<file path="src/rtl/if_fetch_unit_pkg.sv">
// Shared constants and state encoding for the instruction-fetch stage.
package if_fetch_unit_pkg;

    localparam int unsigned FETCH_ADDR_W = 64;
    localparam int unsigned FETCH_BUS_W  = 64;
    localparam int unsigned FETCH_INST_W = 32;

    localparam logic [63:0] FETCH_RESET_PC = 64'h0000_0000_8000_0000;
    localparam logic [31:0] FETCH_NOP_INST = 32'h0000_0013;

    typedef enum logic [1:0] {
        ST_IDLE = 2'd0,
        ST_REQ  = 2'd1,
        ST_HOLD = 2'd2
    } fetch_state_e;

endpackage

</file>
<file path="src/rtl/if_fetch_unit_word_sel.sv">
// Picks the 32-bit instruction word out of a 64-bit bus beat using pc[2].
module if_fetch_unit_word_sel
    import if_fetch_unit_pkg::*;
(
    input  logic [FETCH_BUS_W-1:0]  rdata,
    input  logic                    hi_sel,
    output logic [FETCH_INST_W-1:0] word_c
);

    assign word_c = hi_sel ? rdata[FETCH_BUS_W-1:FETCH_INST_W] : rdata[FETCH_INST_W-1:0];

endmodule

</file>
<file path="src/rtl/if_fetch_unit.sv">
// Instruction-fetch stage: owns the PC, issues single-outstanding bus
// fetches and holds the fetched instruction for decode.
// Optional: FETCH_MISALIGN_CHK_EN adds fetch_misalign_o and suppresses bus
// requests for redirect targets that are not 4-byte aligned.
module if_fetch_unit
    import if_fetch_unit_pkg::*;
#(
    parameter int unsigned              ADDR_W   = FETCH_ADDR_W,
    parameter logic [ADDR_W-1:0]        RESET_PC = ADDR_W'(FETCH_RESET_PC),
    parameter logic [FETCH_INST_W-1:0]  NOP_INST = FETCH_NOP_INST
) (
    input  logic                    clk,
    input  logic                    rst,
    input  logic                    fetch_inst_valid_i,
    input  logic                    fetch_stall_i,
    input  logic                    fetch_flush_i,
    input  logic                    fetch_redirect_valid_i,
    input  logic [ADDR_W-1:0]       fetch_redirect_pc_i,
    output logic                    fetch_req_o,
    output logic [ADDR_W-1:0]       fetch_addr_o,
    input  logic                    fetch_ack_i,
    input  logic [FETCH_BUS_W-1:0]  fetch_rdata_i,
    output logic                    fetch_fetched_ok_o,
    output logic [ADDR_W-1:0]       fetch_pc_o,
`ifdef FETCH_MISALIGN_CHK_EN
    output logic                    fetch_misalign_o,
`endif
    output logic [FETCH_INST_W-1:0] fetch_inst_o
);

    fetch_state_e            state_q, state_d;
    logic [ADDR_W-1:0]       pc_q, pc_d;
    logic [FETCH_INST_W-1:0] inst_q, inst_d;
    logic                    ok_q, ok_d;
    logic                    req_q, req_d;
    logic [FETCH_INST_W-1:0] word_c;
`ifdef FETCH_MISALIGN_CHK_EN
    logic                    mis_q, mis_d;
    logic                    redirect_mis_c;
`endif

    // Instruction word selection from the bus beat
    if_fetch_unit_word_sel u_word_sel (
        .rdata  (fetch_rdata_i),
        .hi_sel (pc_q[2]),
        .word_c (word_c)
    );

    // State and datapath registers; reset also drops an in-flight request
    always_ff @(posedge clk or negedge rst) begin
        if (!rst) begin
            state_q <= ST_IDLE;
            pc_q    <= RESET_PC;
            inst_q  <= NOP_INST;
            ok_q    <= 1'b0;
            req_q   <= 1'b0;
`ifdef FETCH_MISALIGN_CHK_EN
            mis_q   <= 1'b0;
`endif
        end else begin
            state_q <= state_d;
            pc_q    <= pc_d;
            inst_q  <= inst_d;
            ok_q    <= ok_d;
            req_q   <= req_d;
`ifdef FETCH_MISALIGN_CHK_EN
            mis_q   <= mis_d;
`endif
        end
    end

    // Next-state logic; HOLD acts only on a pipeline advance, redirect first
    always_comb begin
        state_d = state_q;
        pc_d    = pc_q;
        inst_d  = inst_q;
        ok_d    = ok_q;
        req_d   = req_q;
`ifdef FETCH_MISALIGN_CHK_EN
        mis_d          = mis_q;
        redirect_mis_c = |fetch_redirect_pc_i[1:0];
`endif
        case (state_q)
            ST_IDLE: begin
                state_d = ST_REQ;
                req_d   = 1'b1;
            end
            ST_REQ: begin
                if (fetch_ack_i) begin
                    inst_d  = word_c;
                    ok_d    = 1'b1;
                    req_d   = 1'b0;
                    state_d = ST_HOLD;
                end
            end
            ST_HOLD: begin
                if (fetch_inst_valid_i) begin
                    if (fetch_redirect_valid_i) begin
                        pc_d = fetch_redirect_pc_i;
`ifdef FETCH_MISALIGN_CHK_EN
                        mis_d = redirect_mis_c;
                        if (redirect_mis_c) begin
                            inst_d = NOP_INST;
                            ok_d   = 1'b1;
                        end else begin
                            ok_d    = 1'b0;
                            req_d   = 1'b1;
                            state_d = ST_REQ;
                        end
`else
                        ok_d    = 1'b0;
                        req_d   = 1'b1;
                        state_d = ST_REQ;
`endif
                    end else if (fetch_flush_i) begin
                        // Bubble but keep fetched_ok so the pipeline drains
                        inst_d = NOP_INST;
                    end else if (!fetch_stall_i) begin
                        pc_d    = pc_q + ADDR_W'(4);
                        ok_d    = 1'b0;
                        req_d   = 1'b1;
                        state_d = ST_REQ;
                    end
                end
            end
            default: begin
                state_d = ST_IDLE;
                ok_d    = 1'b0;
                req_d   = 1'b0;
            end
        endcase
    end

    assign fetch_req_o        = req_q;
    assign fetch_addr_o       = {pc_q[ADDR_W-1:3], 3'b000};
    assign fetch_fetched_ok_o = ok_q;
    assign fetch_pc_o         = pc_q;
    assign fetch_inst_o       = inst_q;
`ifdef FETCH_MISALIGN_CHK_EN
    assign fetch_misalign_o   = mis_q;
`endif

    // A redirect accompanied by an advance is only legal while holding
    a_redirect_only_in_hold: assert property (
        @(posedge clk) disable iff (!rst)
        (fetch_redirect_valid_i && fetch_inst_valid_i) |-> (state_q == ST_HOLD)
    );

endmodule

</file>
<file path="config.mk">
export PLATFORM = sky130hd
export DESIGN_NAME = if_fetch_unit
export DESIGN_NICKNAME = d
export VERILOG_FILES = /design/src/rtl/if_fetch_unit_pkg.sv /design/src/rtl/if_fetch_unit_word_sel.sv /design/src/rtl/if_fetch_unit.sv
export SDC_FILE = /design/constraint.sdc
export NUM_CORES = 1
export LEC_CHECK = 0
export ABC_AREA = 1
export BUFFER_PORTS_ARGS = -buffer_cell sky130_fd_sc_hd__buf_4
export CAP_MARGIN = 15
export CORE_MARGIN = 2
export CORE_UTILIZATION = 29
export DETAILED_ROUTE_END_ITERATION = 8
export REMOVE_ABC_BUFFERS = 1
export SYNTH_ARGS = -nofsm -noshare
export SYNTH_HDL_FRONTEND = slang
export SYNTH_SLANG_ARGS = --single-unit
</file>
<file path="constraint.sdc">
create_clock -name clk -period 2.32 [get_ports clk]
set_input_delay 0.696 -clock clk [delete_from_list [all_inputs] [get_ports clk]]
set_output_delay 0.696 -clock clk [all_outputs]
set_load 0.05 [all_outputs]
</file>
* After elaboration in Yosys (flattened, before gate mapping)
Index checks and enable logic that the tools add are counted.
Storage, ports and cells: flip-flop bits (word level) 100, output and inout port bits 162, input bits 135
Operators by class: muxes and demuxes 27, bitwise operators 1, equality and inequality tests 10, add/sub/neg operators 1, reductions and logical operators 6
Operators with widths (number):
- 2-to-1 mux 64 bit | 3
- 2-to-1 mux 32 bit | 5
- adder 64 x 3 -> 64 bit, second input constant | 1
- one-hot mux 32 bit (2 select lines) | 1
- 2-to-1 mux 1 bit | 10
- 2-to-1 mux 2 bit | 5
- AND reduction 5 bit | 2
- inequality test 2 bit, second input constant | 4
- AND reduction 4 bit | 2
- inequality test 3 bit, second input constant | 2
- one-hot mux 1 bit (3 select lines) | 2
- one-hot mux 2 bit (3 select lines) | 1
- inequality test 2 x 1 -> 1 bit, second input constant | 2
- == test 2 x 1 -> 1 bit, second input constant | 1
- == test 2 bit, second input constant | 1
- zero test 2 bit | 1
- nonzero test 2 bit | 1
- inverter 1 bit | 1

* Logic depth before layout (Yosys ltp)
Gate-level depths: netlist (run 1).
word-level depth 5, depth in mapped cells 11, depth with buffers taken out 11

* Cells and area by module
Synthesis (run 1) repeated with hierarchy kept, for this count alone.
Second synthesis, totals: cells, all modules 1237, area total of the unflattened synthesis 7822.5 sq um
By module, submodules not included:
- if_fetch_unit | times used 1, area an instance 7330.8 sq um, seq. area each 2482.4 sq um, cells each 1133
- if_fetch_unit_word_sel | times used 1, area an instance 491.7 sq um, seq. area each 0.0 sq um, cells each 104

* Least setup slack after synthesis (run 1)
Ideal clock, no wire load.
kind reg2reg, start register pc_q[3], in the netlist fetch_pc_o[3], end register pc_q[42], in the netlist fetch_pc_o[42], buffers on the path 0, cell stages (with the launch flop) 11, library setup time 118 ps, setup slack 300 ps, clock period less this slack 2020 ps, arrival time 1901 ps, cell sequence dfrtp_1 ha_1 inv_1 nor2_2 nand2_4 nor2_8 nand2_1 o21ai_1 nand3_1 nand2_1 nand2_1
On the way: word-level cells in the longest chain between the ends 4
Ends and longest elaborated chain:
- start, declared | line if_fetch_unit.sv:32 | logic [ADDR_W-1:0] pc_q, pc_d;
- start signal, assigned | line if_fetch_unit.sv:62 | pc_q <= pc_d;
- adder 64 x 3 -> 64 bit | line if_fetch_unit.sv:119 | pc_d = pc_q + ADDR_W'(4);
- 2-to-1 mux 64 bit | line if_fetch_unit.sv:118 | end else if (!fetch_stall_i) begin
- 2-to-1 mux 64 bit | line if_fetch_unit.sv:115 | end else if (fetch_flush_i) begin
- 2-to-1 mux 64 bit | line if_fetch_unit.sv:98 | if (fetch_redirect_valid_i) begin
No other way between the ends. The select of a mux whose other input is x is not followed. A chain may end at the register's enable or synchronous reset.

* Worst setup path in the final report (run 1)
start register pc_q[2], in the netlist fetch_pc_o[2], end output port fetch_pc_o[2]
RTL lines:
- end, declared | line if_fetch_unit.sv:24 | output logic [ADDR_W-1:0] fetch_pc_o,
No word-level cell between the ends.

==> flow_metrics.env, run 1 <==
export IMPL_fmax_mhz=479
export IMPL_ys_ff_latch=99
export IMPL_grt_overflow=0
export IMPL_numClockSinks=99
export IMPL_numCtsBuffers=9
export IMPL_wl_per_cell_um=15.8
export IMPL_multi_input_area_mm2=0.00395
export IMPL_cpPeakStageDelay_ns=0.41
export IMPL_io_pins=297
export IMPL_crit_start="fetch_pc_o[2]"
export IMPL_seq_area_frac_synth_pct=33.0
export IMPL_period_needed_ns=2.09
export IMPL_post_cts_resized=0
export IMPL_crit_top_cell="buf_4"
export IMPL_final_period_utilization_pct=90.0
export IMPL_gp_congestion=0.930
export IMPL_grt_usage_pct=20.4
export IMPL_setup_violations_final=0
export IMPL_async_flop_share_pct=100
export IMPL_ctsRootBufferMaster="clkbuf_16"
export IMPL_nFillCells=2748
export IMPL_rsz0062_at_grt="false"
export IMPL_htreeDepth=3
export IMPL_grt_pass1_vias=7832
export IMPL_min_path_type="in2async"
export IMPL_nets=1550
export IMPL_synth_largest_area_cell="dfrtp_1"
export IMPL_postSynthCellCount=1198
export IMPL_die_area_mm2=0.0272
export IMPL_start_util_pct=29.7
export IMPL_start_kind="register"
export IMPL_power_density_mw_per_mm2=1620
export IMPL_core_area_mm2=0.0253
export IMPL_vdd_ir_drop_worst_uv=961
export IMPL_post_cts_buffers=0
export IMPL_vias_per_cell=4.71
export IMPL_synth_most_common_cell="nand2_1"
export IMPL_synthFlopType="dfrtp_1"
export IMPL_cts_buffer_depth=2
export IMPL_synthTopCellsByArea="dfrtp_1 (32%), nand2_1 (15%), nor2_1 (14%)"
export IMPL_area_growth_syn_to_layout_pct=32.2
export IMPL_cts_tree="done"
export IMPL_slowest_stage="dfrtp_1"
export IMPL_setup_ws_ns=0.233
export IMPL_worstPathRequired_ns=1.62
export IMPL_final_hold_viol_count=0
export IMPL_clock_latency_ns=0.35
export IMPL_worstReg2RegStart="fetch_pc_o[31]"
export IMPL_pre_cts_ws_ns=0.102
export IMPL_yosysTopAreaCellShare_pct=31.6
export IMPL_p_leak_nw=4.92
export IMPL_antenna_cells=0
export IMPL_drc_errors=0
export IMPL_synth_edff_count=0
export IMPL_cp_top_family="buffers and inverters"
export IMPL_seq_area_mm2=0.00248
export IMPL_synthDistinctLibCells=38
export IMPL_critPathArrivalTime_ns=1.39
export IMPL_maxSlewViolCount=0
export IMPL_port_buffers=293
export IMPL_cp_max_fo=34
export IMPL_cts_hold_buf=0
export IMPL_worstSetupPathType="reg2out"
export IMPL_critPathBufInv=2
export IMPL_vias=8245
export IMPL_grt_pass1_wl_mm=42.8
export IMPL_outcome="finished, final reports clean"
export IMPL_die_w_um=165
export IMPL_drive_gt1_share_pct=26.6
export IMPL_die_y_um=165
export IMPL_synth_area_mm2=0.00752
export IMPL_clock_skew_ns=0.00957
export IMPL_rows=58
export IMPL_crit_path_cell_trace="buf_4 -> buf_4"
export IMPL_holdWs_ns=0.286
export IMPL_synth_area_per_cell_um2=6.28
export IMPL_path_clk_slew_ns=0.08
export IMPL_postRouteAntennaNets=0
export IMPL_antenna_found_initial=1
export IMPL_crit_path_end_kind="output port"
export IMPL_grt_max_degree=72
export IMPL_dp_hpwl_mm=21.9
export IMPL_maxCapViolCount=0
export IMPL_wl_mm=27.6
export IMPL_ys_warn_count=0
export IMPL_dr_first_iter_drc_count=566
export IMPL_yosys_top_cells_count="nand2_1 (304), nor2_1 (273), inv_1 (98), dfrtp_1 (95), nand3_1 (80)"
export IMPL_firstDrtPassIters=5
## cell type report
cell class              count  area share, %
inverters                 104           3.94
well taps                 330           4.15
clock buffers              10           2.30
repair buffers            311           24.2
clock inverters             6          0.654
multi-input cells         889           39.7
flip-flops and latches     99           25.0
## sequential cells by signal, summed over array words and instances (netlist names)
name / flops
state_q: 1
fetch_pc_o: 64
fetch_req_o: 1
fetch_inst_o: 32
fetch_fetched_ok_o: 1
## cells by family after synthesis
logic type,count (synthesis),share of synthesized area (%)
buffers and inverters,212,14.6
adder cells (fa/ha/maj),1,0.166
AND/OR/NAND/NOR,710,39.8
other,1,0.0499
AO/OA/AOI/OAI,172,12.0
XOR/XNOR,1,0.116
flip-flops,99,33.0
multiplexers,2,0.299
## path summary, 6_finish.rpt
kind	cells after the start	end	slack [ns]
max in group asynchronous	2	fetch_inst_o[4]	1.42
hold reg to reg	1	fetch_pc_o[0]	0.51
setup / recovery	2	fetch_pc_o[2]	0.23
min in group clk	1	fetch_pc_o[0]	0.51
hold / removal	1	fetch_inst_o[15]	0.29
setup reg to reg	9	fetch_pc_o[55]	0.30
## cells in the final DEF, fill, tap and decap left out, types with 2 or more instances in the layout
| cell type | count |
|---|---|
| a21oi_1 | 73 |
| a2bb2oi_1 | 3 |
| a31oi_1 | 4 |
| buf_12 | 6 |
| buf_4 | 305 |
| clkbuf_16 | 9 |
| clkinv_2 | 3 |
| conb_1 | 3 |
| dfrtp_1 | 95 |
| dfstp_2 | 4 |
| inv_1 | 98 |
| inv_2 | 5 |
| mux2_2 | 2 |
| nand2_1 | 304 |
| nand2_2 | 14 |
| nand2_4 | 3 |
| nand3_1 | 80 |
| nand3_2 | 3 |
| nand3b_1 | 2 |
| nand4_1 | 9 |
| nor2_1 | 273 |
| nor2_2 | 8 |
| nor2_4 | 7 |
| nor2_8 | 2 |
| nor3_1 | 3 |
| o21ai_0 | 59 |
| o21ai_1 | 22 |
| o22ai_1 | 6 |
## metrics by stage
| step | utilization [%] | setup TNS, ns | power, mW | instances | instance area, um2 |
|---|---|---|---|---|---|
| finish | 39.3 | 0 | 16.1 | 1749 | 9940 |
| CTS | 39.3 | 0 | 16.3 | 1749 | 9940 |
| detailed placement | 38.1 | 0 | 14.6 | 1733 | 9650 |
| global placement | 38.1 | 0 | 14.5 | 1733 | 9650 |
| global route | 39.3 | 0 | 17.2 | 1749 | 9940 |
| floorplan | - | -77.81 | 10.9 | 1092 | 6820 |
## where the power goes
part,switching [mW],internal [mW]
Clock,0.727,0.841
Combinational,7.52,2.99
Sequential,1.43,2.62
## routing by layer
metal  share of wire, %  vias up  track usage, %
li1                   -     4159               -
met3                9.2       29            5.29
met5              0.058        -               0
met4                1.9        2            5.49
met1                 41     3711            25.5
met2                 48      344            34.7
(Power assumes the default switching activity.)
==> inputs of run 2 (changes only) <==
--- a/config.mk
+++ b/config.mk
@@ -11,7 +11,6 @@
 export CORE_MARGIN = 2
 export CORE_UTILIZATION = 29
 export DETAILED_ROUTE_END_ITERATION = 8
-export REMOVE_ABC_BUFFERS = 1
 export SYNTH_ARGS = -nofsm -noshare
 export SYNTH_HDL_FRONTEND = slang
 export SYNTH_SLANG_ARGS = --single-unit
==> run 2 against run 1 <==
Sequential cell count did not move. First-iteration DRC count up 6.7%. Global-route usage up 0.098 points. Wire length increased by 1.2%. Utilization decreased by 0.074 points. Count of clock-buffer cells in the layout decreased by 1. Clock skew rose by 0.0011 ns. Critical path depth unchanged. Combinational power barely moved. Critical path type unchanged. Sequential power is 2% lower. Fmax rose by 1.4%.
==> flow_metrics.env, run 2 (synthesis results as in run 1) <==
export IMPL_wl_mm=28.0
export IMPL_setup_violations_final=0
export IMPL_path_clk_slew_ns=0.08
export IMPL_power_density_mw_per_mm2=1630
export IMPL_die_area_mm2=0.0272
export IMPL_start_util_pct=29.7
export IMPL_grt_usage_pct=20.5
export IMPL_seq_area_mm2=0.00248
export IMPL_grt_busiest_layer="met2"
export IMPL_antenna_cells=0
export IMPL_vdd_ir_drop_worst_uv=935
export IMPL_numClockSinks=99
export IMPL_ctsRootBufferMaster="clkbuf_16"
export IMPL_vias_per_cell=4.74
export IMPL_dr_first_iter_drc_count=604
export IMPL_dp_cells=1734
export IMPL_firstDrtPassIters=5
export IMPL_maxCapViolCount=0
export IMPL_port_buffers=293
export IMPL_gp_congestion=0.917
export IMPL_cts_tree="done"
export IMPL_drive_gt1_share_pct=26.8
export IMPL_rows=58
export IMPL_clock_skew_ns=0.0106
export IMPL_critPathArrivalTime_ns=1.36
export IMPL_die_y_um=165
export IMPL_nets=1551
export IMPL_drc_errors=0
export IMPL_rsz0062_at_grt="false"
export IMPL_min_path_type="in2async"
export IMPL_period_needed_ns=2.06
export IMPL_numCtsBuffers=9
export IMPL_clock_latency_ns=0.36
export IMPL_wl_per_cell_um=16.0
export IMPL_grt_overflow=0
export IMPL_final_common_cell="buf_4"
export IMPL_antenna_found_initial=0
export IMPL_dp_hpwl_mm=22.0
export IMPL_postRouteAntennaNets=0
export IMPL_post_cts_buffers=0
export IMPL_core_area_mm2=0.0253
export IMPL_die_w_um=165
export IMPL_multi_input_area_mm2=0.00395
export IMPL_start_kind="register"
export IMPL_outcome="finished, final reports clean"
export IMPL_cts_hold_buf=0
export IMPL_p_leak_nw=4.92
export IMPL_largest_reg_flops=64
export IMPL_stdcell_count=1750
export IMPL_nFillCells=2770
export IMPL_grtUsageMet2_pct=35.1
export IMPL_use_met3_pct=4.67
export IMPL_final_hold_viol_count=0
export IMPL_grt_max_degree=81
export IMPL_grt_pass1_wl_mm=42.8
export IMPL_crit_path_end_kind="output port"
export IMPL_io_pins=297
export IMPL_vias=8292
export IMPL_area_growth_syn_to_layout_pct=31.9
export IMPL_cts_buffer_depth=2
export IMPL_fmax_mhz=486
export IMPL_grtUsageMet1_pct=25.0
export IMPL_cp_max_fo=36
export IMPL_layout_common_cells="buf_4 (308), nand2_1 (304), nor2_1 (273), inv_1 (98), dfrtp_1 (95)"
export IMPL_grt_pass1_vias=7932
export IMPL_htreeDepth=3
export IMPL_post_cts_resized=0
export IMPL_final_period_utilization_pct=88.8
export IMPL_worstSetupPathType="reg2out"
export IMPL_finalSetupTns_ns=0
export IMPL_worstPathRequired_ns=1.62
export IMPL_maxSlewViolCount=0
==> run 2: power by group <==
| part | internal, mW | total, mW | switching [mW] | leakage (nW) |
|---|---|---|---|---|
| sequential | 2.62 | 3.98 | 1.36 | 1.18 |
| combinational | 3.00 | 10.6 | 7.60 | 3.60 |
| clock | 0.761 | 1.56 | 0.801 | 0.142 |
| total | 6.39 | 16.1 | 9.75 | 4.92 |
==> run 2: worst max-delay path, cell delays in order (launching register included) <==
cell and delay, ns:
dfrtp_1 0.36, buf_4 0.36, buf_4 0.28
==> run 2: final cells by class <==
class	count	share of cell area (%)
clock buffers	9	2.27
repair buffers	312	24.1
clock inverters	7	0.681
well taps	330	4.16
flip-flops and latches	99	25.0
multi-input cells	889	39.8
inverters	104	3.95
==> run 2: through the flow <==
| step | worst slack (ns) | utilization [%] | cell area [um2] | total power [mW] | hold WS, ns |
|---|---|---|---|---|---|
| finish | 0.261 | 39.2 | 9920 | 16.1 | 0.261 |
| detailed placement | 0.219 | 38.0 | 9630 | 14.7 | 0.506 |
| global placement | 0.261 | 38.0 | 9630 | 14.6 | 0.493 |
| floorplan | 0.300 | - | 7530 | 11.8 | 0.400 |
| global route | 0.0837 | 39.2 | 9920 | 17.1 | 0.278 |
| CTS | 0.247 | 39.2 | 9920 | 16.3 | 0.262 |
==> run 2: routing by layer <==
layer  part of all wire [%]  vias to the layer above
met1                     41                     3770
met2                     48                      331
met4                    2.8                        0
li1                       -                     4153
met5                      0                        -
met3                    8.1                       38
==> run 2: worst paths after layout <==
check	cells after the start	slack, ns	endpoint	from
worst max register to register	11	0.27	fetch_pc_o[44]	fetch_pc_o[25]
max in group asynchronous	2	1.35	fetch_inst_o[4]	rst
worst min register to register	2	0.52	fetch_inst_o[4]	fetch_inst_o[4]
worst max-delay path	2	0.26	fetch_pc_o[2]	fetch_pc_o[2]
min in group clk	2	0.52	fetch_inst_o[4]	fetch_inst_o[4]
worst min-delay path	1	0.26	fetch_pc_o[19]	rst
